==> config.mk <==
export PLATFORM = sky130hd
export DESIGN_NAME = ext_reg_responder
export DESIGN_NICKNAME = d
export VERILOG_FILES = /design/src/rtl/ext_reg_pkg.sv /design/src/rtl/ext_reg_file.sv /design/src/rtl/ext_reg_responder.sv
export SDC_FILE = /design/constraint.sdc
export NUM_CORES = 2
export LEC_CHECK = 0
export BUFFER_PORTS_ARGS = -buffer_cell sky130_fd_sc_hd__buf_2
export CAP_MARGIN = 10
export CORE_MARGIN = 2
export CORE_UTILIZATION = 58
export CTS_BUF_LIST = sky130_fd_sc_hd__clkbuf_4
export DETAILED_ROUTE_END_ITERATION = 8
export PLACE_DENSITY_LB_ADDON = 0.08
export SYNTH_ARGS = -nofsm -noshare
export SYNTH_HDL_FRONTEND = slang
export SYNTH_SLANG_ARGS = --single-unit
==> constraint.sdc <==
create_clock -name clk -period 44 [get_ports clk]
set_clock_uncertainty 0.15 [all_clocks]
set_input_delay 8.8 -clock clk [delete_from_list [all_inputs] [get_ports clk]]
set_output_delay 8.8 -clock clk [all_outputs]
set_load 0.01 [all_outputs]
==> src/rtl/ext_reg_pkg.sv <==
// Shared definitions for the ext_out_reg responder: address map, FSM states
// and the address-class decoder.
package ext_reg_pkg;

    localparam logic [5:0] ADDR_REG_BASE = 6'h00;
    localparam logic [5:0] ADDR_STB      = 6'h20;
    localparam logic [5:0] ADDR_INTCLR   = 6'h21;

    typedef enum logic [1:0] {
        S_IDLE,
        S_WAIT,
        S_COMMIT
    } state_t;

    typedef enum logic [1:0] {
        AC_REG,
        AC_STB,
        AC_INTCLR,
        AC_BAD
    } addr_class_t;

    // Everything below the STB address is register file; 0x22 and up is unmapped.
    function automatic addr_class_t decode_addr(input logic [5:0] addr);
        addr_class_t c;
        if (addr < ADDR_STB) begin
            c = AC_REG;
        end else if (addr == ADDR_STB) begin
            c = AC_STB;
        end else if (addr == ADDR_INTCLR) begin
            c = AC_INTCLR;
        end else begin
            c = AC_BAD;
        end
        return c;
    endfunction

endpackage

==> src/rtl/ext_reg_file.sv <==
// Configuration register file: one write port, one registered read port.
// A read of the address being written in the same cycle returns the old value.
module ext_reg_file #(
    parameter int unsigned DATA_WIDTH = 32,
    parameter int unsigned NUM_REGS   = 32,
    localparam int unsigned AW        = $clog2(NUM_REGS)
) (
    input  logic                  clk,
    input  logic                  rst,
    input  logic                  i_wr_en,
    input  logic [AW-1:0]         i_wr_addr,
    input  logic [DATA_WIDTH-1:0] i_wr_data,
    input  logic [AW-1:0]         i_rd_addr,
    output logic [DATA_WIDTH-1:0] o_rd_data
);

    logic [DATA_WIDTH-1:0] r_mem [NUM_REGS];
    logic [DATA_WIDTH-1:0] r_rd_data;

    // Storage write plus read-first registered read.
    always_ff @(posedge clk or posedge rst) begin
        if (rst) begin
            for (int unsigned i = 0; i < NUM_REGS; i++) begin
                r_mem[i] <= '0;
            end
            r_rd_data <= '0;
        end else begin
            if (i_wr_en) begin
                r_mem[i_wr_addr] <= i_wr_data;
            end
            r_rd_data <= r_mem[i_rd_addr];
        end
    end

    assign o_rd_data = r_rd_data;

endmodule

==> src/rtl/ext_reg_responder.sv <==
// Responder end of the ext_out_reg write bus. Each accepted write is held for
// WAIT_CYCLES cycles (modelling parameter-RAM latency) and then committed as a
// register write, a one-cycle strobe vector or an interrupt-clear mask.
module ext_reg_responder
    import ext_reg_pkg::*;
#(
    parameter int unsigned DATA_WIDTH  = 32,
    parameter int unsigned NUM_REGS    = 32,
    parameter int unsigned WAIT_CYCLES = 2,
    parameter int unsigned CNT_WIDTH   = 16,
    localparam int unsigned AW         = $clog2(NUM_REGS)
) (
    input  logic                  clk,
    input  logic                  rst,
    input  logic                  ext_out_reg_stb,
    input  logic [5:0]            ext_out_reg_addr,
    input  logic [DATA_WIDTH-1:0] ext_out_reg_data,
    output logic                  ext_out_reg_busy,
    input  logic [AW-1:0]         rd_addr,
    output logic [DATA_WIDTH-1:0] rd_data,
    output logic [DATA_WIDTH-1:0] out_stbs,
    input  logic [DATA_WIDTH-1:0] set_ints,
    output logic [DATA_WIDTH-1:0] pending_ints,
    output logic [CNT_WIDTH-1:0]  write_count,
    output logic                  bad_addr,
    output logic                  overrun
);

    localparam int unsigned WAIT_LOAD = (WAIT_CYCLES > 0) ? WAIT_CYCLES - 1 : 0;

    state_t                r_state;
    logic [3:0]            r_wait_cnt;
    logic [5:0]            r_addr;
    logic [DATA_WIDTH-1:0] r_data;
    logic                  r_busy;
    logic [DATA_WIDTH-1:0] r_stbs;
    logic [DATA_WIDTH-1:0] r_pend;
    logic [CNT_WIDTH-1:0]  r_count;
    logic                  r_bad;
    logic                  r_ovr;

    addr_class_t           w_class;
    logic                  w_commit;
    logic                  w_reg_we;
    logic [AW-1:0]         w_reg_idx;
    logic [DATA_WIDTH-1:0] w_clr_mask;

    assign w_class    = decode_addr(r_addr);
    assign w_commit   = (r_state == S_COMMIT);
    assign w_reg_we   = w_commit && (w_class == AC_REG);
    assign w_reg_idx  = AW'(r_addr - ADDR_REG_BASE);
    assign w_clr_mask = (w_commit && (w_class == AC_INTCLR)) ? r_data : '0;

    ext_reg_file #(
        .DATA_WIDTH (DATA_WIDTH),
        .NUM_REGS   (NUM_REGS)
    ) u_regs (
        .clk       (clk),
        .rst       (rst),
        .i_wr_en   (w_reg_we),
        .i_wr_addr (w_reg_idx),
        .i_wr_data (r_data),
        .i_rd_addr (rd_addr),
        .o_rd_data (rd_data)
    );

    // Accept/wait/commit sequencing with all side-effect outputs registered.
    always_ff @(posedge clk or posedge rst) begin
        if (rst) begin
            r_state    <= S_IDLE;
            r_wait_cnt <= '0;
            r_addr     <= '0;
            r_data     <= '0;
            r_busy     <= 1'b0;
            r_stbs     <= '0;
            r_pend     <= '0;
            r_count    <= '0;
            r_bad      <= 1'b0;
            r_ovr      <= 1'b0;
        end else begin
            r_stbs <= '0;
            // Set is OR-ed after the clear so a same-cycle set wins.
            r_pend <= (r_pend & ~w_clr_mask) | set_ints;
            if (ext_out_reg_stb && r_busy) begin
                r_ovr <= 1'b1;
            end
            case (r_state)
                S_IDLE: begin
                    if (ext_out_reg_stb) begin
                        r_addr <= ext_out_reg_addr;
                        r_data <= ext_out_reg_data;
                        r_busy <= 1'b1;
                        if (WAIT_CYCLES > 0) begin
                            r_wait_cnt <= 4'(WAIT_LOAD);
                            r_state    <= S_WAIT;
                        end else begin
                            r_state <= S_COMMIT;
                        end
                    end
                end
                S_WAIT: begin
                    if (r_wait_cnt == '0) begin
                        r_state <= S_COMMIT;
                    end else begin
                        r_wait_cnt <= r_wait_cnt - 4'd1;
                    end
                end
                S_COMMIT: begin
                    if (w_class == AC_STB) begin
                        r_stbs <= r_data;
                    end
                    if (w_class == AC_BAD) begin
                        r_bad <= 1'b1;
                    end
                    r_count <= r_count + 1'b1;
                    r_busy  <= 1'b0;
                    r_state <= S_IDLE;
                end
                default: begin
                    r_busy  <= 1'b0;
                    r_state <= S_IDLE;
                end
            endcase
        end
    end

    assign ext_out_reg_busy = r_busy;
    assign out_stbs         = r_stbs;
    assign pending_ints     = r_pend;
    assign write_count      = r_count;
    assign bad_addr         = r_bad;
    assign overrun          = r_ovr;

endmodule

==> results.py <==
metrics = {
    "cts": {
        "htree_num_levels": 5,
        "cts_inserted_buffers": 327,
        "cts_sinks": 1183,
        "post_cts.repair.setup_buffers": 0,
        "cts_resized": 0,
        "cts_hold_buf": 0,
        "cts_tree": "built",
        "cts_buffer_depth": 4,
        "clk_latency_ns": 1.21,
        "clk_pin_slew_ns": 0.06,
        "clockRootBuffer": "clkbuf_4",
    },
    "pwr": {
        "ir_drop_mv": 0.04396,
        "leakage_uw": 0.03013,
        "cellPowerDensity_nw_per_um2": 49.07,
        "finalPower_uw": 2852,
    },
    "worst_setup_path": {
        "path_buf_inv": 4,
        "worstSetupPathDepth": 9,
        "cp_slowest_stage_delay_ns": 0.93,
        "crit_arrival_ns": 13.01,
        "reg2reg_slack_ns": 40.16,
        "path_class": "input port to register",
        "cp_top_family": "buffers and inverters",
        "slowest_stage": "buf_4",
        "worstSetupStartpointType": "input port",
        "worstPathRequired_ns": 44.88,
        "r2r_cells": 6,
        "crit_top_cell": "buf_4",
        "reg2reg_from": "r_state[0]",
        "cp-startpoint": "rd_addr[1]",
        "crit_fanout": 94,
        "reg2reg_to": "u_regs.r_mem[205]",
        "worstSetupEndpointType": "register",
        "setup.worst_path.end": "u_regs.o_rd_data[28]",
        "cp_cell_sequence": "buf_8 > buf_4 > buf_4 > buf_4 > mux2i_1 > a22o_1 > nor3_1 > a31oi_1 > nand3_1",
    },
    "yosys": {
        "syn-instance-count": 3832,
        "synth_edf_count": 0,
        "netlist_area_um2": 52790,
        "ys_seq_elements": 1183,
        "yosysSeqAreaShare_pct": 56.08,
        "synth_warnings": 0,
        "ys_types": 42,
        "synthFlopType": "dfrtp_1",
        "async_reset_ff_share_pct": 100.0,
        "syn_area_per_cell_um2": 13.78,
        "synth.net_count": 3912,
    },
    "final_layout": {
        "multiInputGateArea_um2": 21720,
        "fillers": 6753,
        "final_cell_mix": "dfrtp_1 (1183), mux2_2 (1023), mux2i_1 (512)",
        "drive_above_1_share_pct": 42.57,
        "mostFrequentLayoutCell": "dfrtp_1",
        "syn_to_final_growth_pct": 10.09,
        "regArea_um2": 29600,
        "final_nets": 4153,
    },
    "sta": {
        "final_max_slew_viol_count": 0,
        "rsz0062_at_grt": "false",
        "final.setup.tns_ns": 0,
        "hold_viol": 0,
        "maxSlewHeadroom_pct": 18.54,
        "tightestPinTransition_ns": 1.222,
        "fin_crit_ns": 12.13,
        "max_freq_ghz": 0.08241,
        "fin_crit_sh_pct": 27.58,
        "final-setup-viol-count": 0,
    },
    "global_route": {
        "grt_overflow": 0,
        "track_usage_pct": 30.31,
        "grt_pass1_vias": 35540,
        "grt_pass1_wl_um": 213900,
        "grt_max_degree": 129,
        "antenna_found_initial": 3,
    },
    "route": {
        "first_iter_violations": 2182,
        "num_vias": 33290,
        "wl_per_cell_um": 25.65,
        "viasPerCell": 6.103,
        "drcViolationCount": 0,
        "firstDrtPassIters": 7,
        "ant_nets": 0,
        "wl_um": 139900,
    },
    "outcome": {
        "status": "finished clean",
    },
    "place": {
        "place_congestion": 0.7576,
        "hpwlAfterDp_um": 70310,
        "io_buffers": 192,
    },
    "floorplanning": {
        "initial_utilization_pct": 58.56,
        "coreArea_um2": 90150,
        "dieArea_um2": 93450,
        "num_io_pins": 193,
        "placementRows": 110,
        "die_h_um": 305.7,
        "die_x_um": 305.7,
    },
    "hold_path": {
        "hold_class": "register to register",
    },
    "run": {
        "maxCapViolCount": 0,
    },
}
## synth_stat cells, types with 2 or more instances
library cell,number,area [µm²]
a22o_1,64,560.5
and3_1,2,12.51
buf_1,13,48.80
nor3_1,33,165.2
xnor2_1,14,122.6
or3b_2,3,26.28
and4_1,2,17.52
nand2_1,153,574.3
a22oi_1,96,720.7
nand4_2,2,25.02
or2_2,3,18.77
buf_4,21,157.7
and3b_1,2,17.52
a31oi_1,32,200.2
buf_6,25,281.5
mux2i_1,512,5125
dfrtp_1,1183,29600
ha_1,2,25.02
inv_1,5,18.77
nor3b_1,3,22.52
nor2_1,21,78.83
nand3_1,103,515.5
clkbuf_1,168,630.6
nor2_8,7,140.1
nor2b_1,4,25.02
nand2b_1,5,31.28
mux2_2,1023,11520
and2_1,34,212.7
buf_2,108,540.5
a21oi_1,97,485.5
mux2_1,40,450.4
nor4_1,2,12.51
nand3b_1,3,22.52
nand4_1,4,25.02
xor2_1,3,26.28
a21o_1,34,255.2
## where the power goes
group | switching (µW) | leakage (µW) | total, µW | internal, µW
Sequential | 238 | 0.0162 | 1510 | 1270
Clock | 436 | 0.00234 | 948 | 511
Combinational | 176 | 0.0116 | 398 | 221
Total | 851 | 0.0301 | 2850 | 2000
## cells by family (layout without fill, tap and decap cells)
logic type	after synthesis	after routing	synth area share [%]
fa+ha+maj	2	2	0.04740
simple gates	391	391	3.806
buf+inv	340	774	3.178
mux	1575	1575	32.38
flops	1183	1183	56.08
other cells	0	12	0
compound gates	324	324	4.224
xor+xnor	17	17	0.2821
## stage by stage
step	setup WS, ns	util (%)	std cells	hold slack [ns]	area (µm²)
after global routing	31.74	64.45	5446	0.3349	58100
after detailed placement	30.72	60.13	4919	0.3054	54210
final	31.87	64.47	5454	0.3139	58120
after global placement	30.83	60.13	4919	0.2905	54210
after floorplan	1.725	-	3832	0.3074	52790
after CTS	32.02	64.41	5441	0.3188	58060
## flip-flops by register name, indices dropped and copies added (netlist names)
| register | flops |
|---|---|
| ext_out_reg_busy | 1 |
| pending_ints | 32 |
| r_data | 32 |
| overrun | 1 |
| r_addr | 6 |
| out_stbs | 32 |
| write_count | 16 |
| u_regs.r_mem | 1024 |
| u_regs.o_rd_data | 32 |
| r_wait_cnt | 4 |
| bad_addr | 1 |
| r_state | 2 |
## final cells by class
class,count,area share [%]
Sequential cell,1183,50.94
Clock buffer,482,6.226
Multi-Input combinational cell,2309,37.36
Inverter,5,0.04521
Timing Repair Buffer,247,2.437
Tap cell,1176,2.532
Clock inverter,40,0.4069
Antenna cell,12,0.05167
## per-layer routing
layer | global-route usage (%) | vias up | part of all wire (%)
met2 | 49.78 | 1000 | 49
met4 | 12.99 | 0 | 3.5
met3 | 5.248 | 327 | 4.9
met1 | 39.94 | 17530 | 43
li1 | - | 14430 | -
met5 | 0 | - | 0
## how the worst min path moves through the flow
stage | slack [ns] | startpoint | cells past startpoint | endpoint
2_1_floorplan | 0.31 | u_regs.r_mem[1001] | 1 | u_regs.r_mem[1001]
3_3_place_gp | 0.29 | overrun | 1 | overrun
3_5_place_dp | 0.31 | overrun | 1 | overrun
4_1_cts | 0.32 | overrun | 1 | overrun
5_1_grt | 0.33 | pending_ints[13] | 1 | pending_ints[13]
6_report | 0.31 | overrun | 1 | overrun
(Power assumes the default switching activity.)
